<file path="src/rtl/rr_burst_arbiter.sv">
// Round-robin burst arbiter: holds a one-hot grant for a whole burst (until last
// is accepted or the requester drops out) and drives the AND-OR mux it selects.

module rr_burst_arbiter_lane #(
  parameter int DATA_W = 8
) (
  input  logic              sel,
  input  logic              req,
  input  logic              last,
  input  logic [DATA_W-1:0] data,
  output logic              sel_req,
  output logic              sel_last,
  output logic [DATA_W-1:0] sel_data
);
  assign sel_req  = sel & req;
  assign sel_last = sel & last;
  assign sel_data = data & {DATA_W{sel}};
endmodule

module rr_burst_arbiter #(
  parameter int N_REQ  = 4,
  parameter int DATA_W = 8
) (
  input  logic                    clk_i,
  input  logic                    rst_ni,
  input  logic [N_REQ-1:0]        req_i,
  input  logic [N_REQ*DATA_W-1:0] data_i,
  input  logic [N_REQ-1:0]        last_i,
  output logic [N_REQ-1:0]        gnt_o,
  output logic                    valid_o,
  output logic [DATA_W-1:0]       data_o,
  output logic                    last_o,
  input  logic                    ready_i,
  output logic                    busy_o
);
  localparam int PTR_W = (N_REQ > 1) ? $clog2(N_REQ) : 1;

  typedef enum logic {IDLE, GRANT} state_t;

  state_t                         state_q, state_d;
  logic [PTR_W-1:0]               ptr_q, ptr_d;
  logic [N_REQ-1:0]               gnt_q, gnt_d;
  logic [PTR_W-1:0]               win_idx, scan_idx, gnt_idx;
  logic                           release_grant;
  logic [N_REQ-1:0]               lane_req, lane_last;
  logic [N_REQ-1:0][DATA_W-1:0]   lane_data;

  for (genvar k = 0; k < N_REQ; k++) begin : g_lane
    rr_burst_arbiter_lane #(.DATA_W(DATA_W)) u_lane (
      .sel      (gnt_q[k]),
      .req      (req_i[k]),
      .last     (last_i[k]),
      .data     (data_i[k*DATA_W +: DATA_W]),
      .sel_req  (lane_req[k]),
      .sel_last (lane_last[k]),
      .sel_data (lane_data[k])
    );
  end

  assign gnt_o   = gnt_q;
  assign busy_o  = (state_q == GRANT);
  assign valid_o = |lane_req;
  assign last_o  = |lane_last;

  always_comb begin
    data_o = '0;
    for (int k = 0; k < N_REQ; k++) data_o = data_o | lane_data[k];
  end

  // Scan from the furthest offset down so the requester closest to ptr wins.
  always_comb begin
    win_idx  = '0;
    scan_idx = '0;
    for (int i = N_REQ - 1; i >= 0; i--) begin
      scan_idx = PTR_W'((int'(ptr_q) + i) % N_REQ);
      if (req_i[scan_idx]) win_idx = scan_idx;
    end
  end

  always_comb begin
    gnt_idx = '0;
    for (int k = 0; k < N_REQ; k++) if (gnt_q[k]) gnt_idx = PTR_W'(k);
  end

  // Dropping the request while granted counts as an abandon and frees the channel.
  assign release_grant = (state_q == GRANT) && (!valid_o || (ready_i && last_o));

  always_comb begin
    state_d = state_q;
    gnt_d   = gnt_q;
    ptr_d   = ptr_q;
    case (state_q)
      IDLE: begin
        if (|req_i) begin
          state_d = GRANT;
          gnt_d   = N_REQ'(1) << win_idx;
        end
      end
      GRANT: begin
        if (release_grant) begin
          state_d = IDLE;
          gnt_d   = '0;
          ptr_d   = (gnt_idx == PTR_W'(N_REQ - 1)) ? '0 : gnt_idx + PTR_W'(1);
        end
      end
      default: begin
        state_d = IDLE;
        gnt_d   = '0;
      end
    endcase
  end

  always_ff @(posedge clk_i) begin
    if (!rst_ni) begin
      state_q <= IDLE;
      gnt_q   <= '0;
      ptr_q   <= '0;
    end else begin
      state_q <= state_d;
      gnt_q   <= gnt_d;
      ptr_q   <= ptr_d;
    end
  end
endmodule

</file>
<file path="config.mk">
export PLATFORM = sky130hd
export DESIGN_NAME = rr_burst_arbiter
export DESIGN_NICKNAME = d
export VERILOG_FILES = /design/src/rtl/rr_burst_arbiter.sv
export SDC_FILE = /design/constraint.sdc
export NUM_CORES = 1
export LEC_CHECK = 0
export BUFFER_PORTS_ARGS = -buffer_cell sky130_fd_sc_hd__buf_2
export CAP_MARGIN = 20
export CORE_UTILIZATION = 39
export CTS_CLUSTER_DIAMETER = 40
export DETAILED_ROUTE_END_ITERATION = 8
export PLACE_DENSITY = 0.83
export SETUP_SLACK_MARGIN = 0.5
export SLEW_MARGIN = 30
export SYNTH_ARGS = -nofsm -noshare
export SYNTH_HDL_FRONTEND = slang
export SYNTH_SLANG_ARGS = --single-unit
</file>
<file path="constraint.sdc">
create_clock -name clk_i -period 2 [get_ports clk_i]
set_clock_uncertainty 0.1 [all_clocks]
set_input_delay 0.4 -clock clk_i [delete_from_list [all_inputs] [get_ports clk_i]]
set_output_delay 0.4 -clock clk_i [all_outputs]
set_load 0.01 [all_outputs]
</file>
==> results.py <==
metrics = {
    "clock_tree": {
        "clock_sinks": 7,
        "root_buffer": "clkbuf_4",
        "clk_pin_slew_ns": 0.06,
        "cts_max_path_buffers": 2,
        "insertion_delay_ns": 0.25,
        "numCtsBuffers": 3,
        "cts_tree": "yes",
        "ctsHoldBuffers": 0,
        "cts_max_level": 1,
    },
    "finish": {
        "multiInputGateArea_um2": 571,
        "seq_area_um2": 154,
        "fin_area_mm2": 0.00118,
        "drive_gt1_share_pct": 71.1,
        "antennaDiodeCount": 0,
        "area_delta_synth_final_pct": 79.7,
        "mostFrequentLayoutCell": "buf_2",
        "final_cell_mix": "buf_2, a22oi_2, nand2_1",
        "fill_cells": 107,
        "finalNetCount": 186,
    },
    "routing": {
        "drt_wl_total_um": 2670,
        "wl_per_cell_um": 16.9,
        "first_iter_violations": 39,
        "drc": 0,
        "routed_via_density": 5.97,
        "drt_pass1_iterations": 4,
        "ant_nets": 0,
        "num_vias": 943,
    },
    "timing": {
        "worst_slew_pin_slew_ns": 0.398,
        "whs_ns": 0.377,
        "hold_viol_final": 0,
        "fin_crit_sh_pct": 81.6,
        "fin_tns_setup_ns": 0,
        "setup_viol": 0,
        "max_freq_mhz": 612,
        "timing.final.crit_period_ns": 1.63,
        "slew_viol_final": 0,
        "max_slew_margin_pct": 73.4,
        "grt_setup_unrepaired": "true",
    },
    "synth": {
        "synth-edff-count": 0,
        "yosysWarnings": 0,
        "synth_seq_cells": 7,
        "synth_cell_types": 28,
        "synth_area_um2": 654,
        "synth_fp_nets": 126,
        "ys_seq_area_share_pct": 21.4,
        "synthCells": 83,
        "synth.avg_cell_area_um2": 7.88,
        "ys.flop_type": "dfxtp_1",
        "async_reset_ff_share_pct": 0,
    },
    "run": {
        "cap_violations": 0,
    },
    "placement": {
        "dpl_cell_area_um2": 910,
        "port_buffers": 57,
        "hpwl_um": 1640,
        "gp_congestion": 0.917,
    },
    "floorplanning": {
        "io-pin-count": 58,
        "die_y_um": 43.0,
        "dieArea_mm2": 0.00185,
        "num_rows": 14,
        "core_mm2": 0.00154,
        "start_util_pct": 42.5,
        "fp.dieW_um": 43.0,
    },
    "critical_path": {
        "crit_family": "flip-flops",
        "cp_data_arrival_time_ns": 1.13,
        "cp_num_buf_inv": 2,
        "crit_chain": "buf_8, a22oi_2, nand2_2, buf_6",
        "path_class": "reg -> out",
        "max_stage_delay_ns": 0.37,
        "crit_path_max_fanout": 8,
        "worstSetupEndpointType": "output pin",
        "slowest_stage": "dfxtp_4",
        "critical_path_required_ns": 1.50,
        "startpoint_type": "flop",
    },
    "grt": {
        "grt_max_degree": 13,
        "grt_pass1_wl_um": 3660,
        "antenna_found_initial": 0,
        "grt_pass1_vias": 862,
        "overflow": 0,
        "globalRouteTotalUtil_pct": 26.3,
    },
    "power_and_ir_drop": {
        "vdd_ir_drop_max_mv": 0.356,
        "p_total_mw": 0.688,
        "powerDensity_mw_per_mm2": 585,
        "p_leak_nw": 0.556,
    },
    "outcome": {
        "status": "completed",
    },
    "worst_hold_path": {
        "hold_path.class": "in -> reg",
    },
}
## Yosys cell counts, types with 2 or more instances
cell | n | share of area (%)
mux2i_1 | 2 | 3.1
o32ai_1 | 5 | 6.7
nand2_1 | 12 | 6.9
nand3_1 | 4 | 3.1
nor2_1 | 2 | 1.1
nand2b_1 | 2 | 1.9
a22oi_1 | 19 | 22
dfxtp_1 | 7 | 21
a21oi_1 | 2 | 1.5
buf_2 | 4 | 3.1
inv_1 | 2 | 1.1
o211ai_1 | 2 | 2.3
buf_4 | 4 | 4.6
buf_6 | 2 | 3.4
## sequential cells by signal, indices dropped and copies added (netlist names)
signal and flops:
busy_o 1, ptr_q 2, gnt_o 4
## timing repair
action                     4_1_cts  5_1_grt
resized for setup               30       11
pin swaps                        8        3
gates cloned                     1        0
buffers inserted                 4        0
setup endpoints to repair       18       16
## routing by layer
layer	vias up	track usage [%]	share of wire (%)
met4	0	16.4	3.2
met5	-	0	0
li1	445	-	-
met1	431	29.2	37
met3	12	3.40	7.9
met2	55	46.4	52
## worst register-to-register path, cell delays in order (launching register included)
cell and delay, ns:
dfxtp_1 0.48, a21oi_1 0.18, o32a_1 0.38, o32ai_4 0.28
## area by class of cell
class / instances / area share, %
inverters: 3 / 0.957
well taps: 16 / 1.70
multi-input cells: 63 / 48.5
clock buffers: 4 / 2.23
flip-flops and latches: 7 / 13.1
repair buffers: 65 / 33.5
## through the flow
stage	utilization (%)	std cells	setup WS (ns)
after CTS	72.1	158	0.386
after detailed placement	59.0	149	0.350
after floorplan	-	83	0.602
after global routing	76.3	158	0.309
final	76.3	158	0.367
after global placement	59.0	149	0.404
## report_power, final
group	total, mW	internal (mW)	switching (mW)
combinational	0.363	0.187	0.177
sequential	0.196	0.157	0.0386
clock	0.129	0.0762	0.0529
total	0.688	0.420	0.268
## final timing paths
kind	startpoint	end	slack, ns	cells past startpoint
max	gnt_o[1]$_SDFFE_PN0P_	data_o[6]	0.37	4
min	rst_ni	busy_o$_SDFF_PN0_	0.38	3
max reg2reg	ptr_q[1]$_SDFFE_PN0P_	gnt_o[0]$_SDFFE_PN0P_	0.48	3
min reg2reg	ptr_q[0]$_SDFFE_PN0P_	ptr_q[0]$_SDFFE_PN0P_	0.40	2
## kinds of logic after synthesis
logic type	count (synthesis)	share of synthesized area [%]
AO/OA/AOI/OAI	35	41.5
buffers and inverters	13	12.8
flip-flops	7	21.4
multiplexers	2	3.06
AND/OR/NAND/NOR	26	21.2
(Power assumes the default switching activity.)
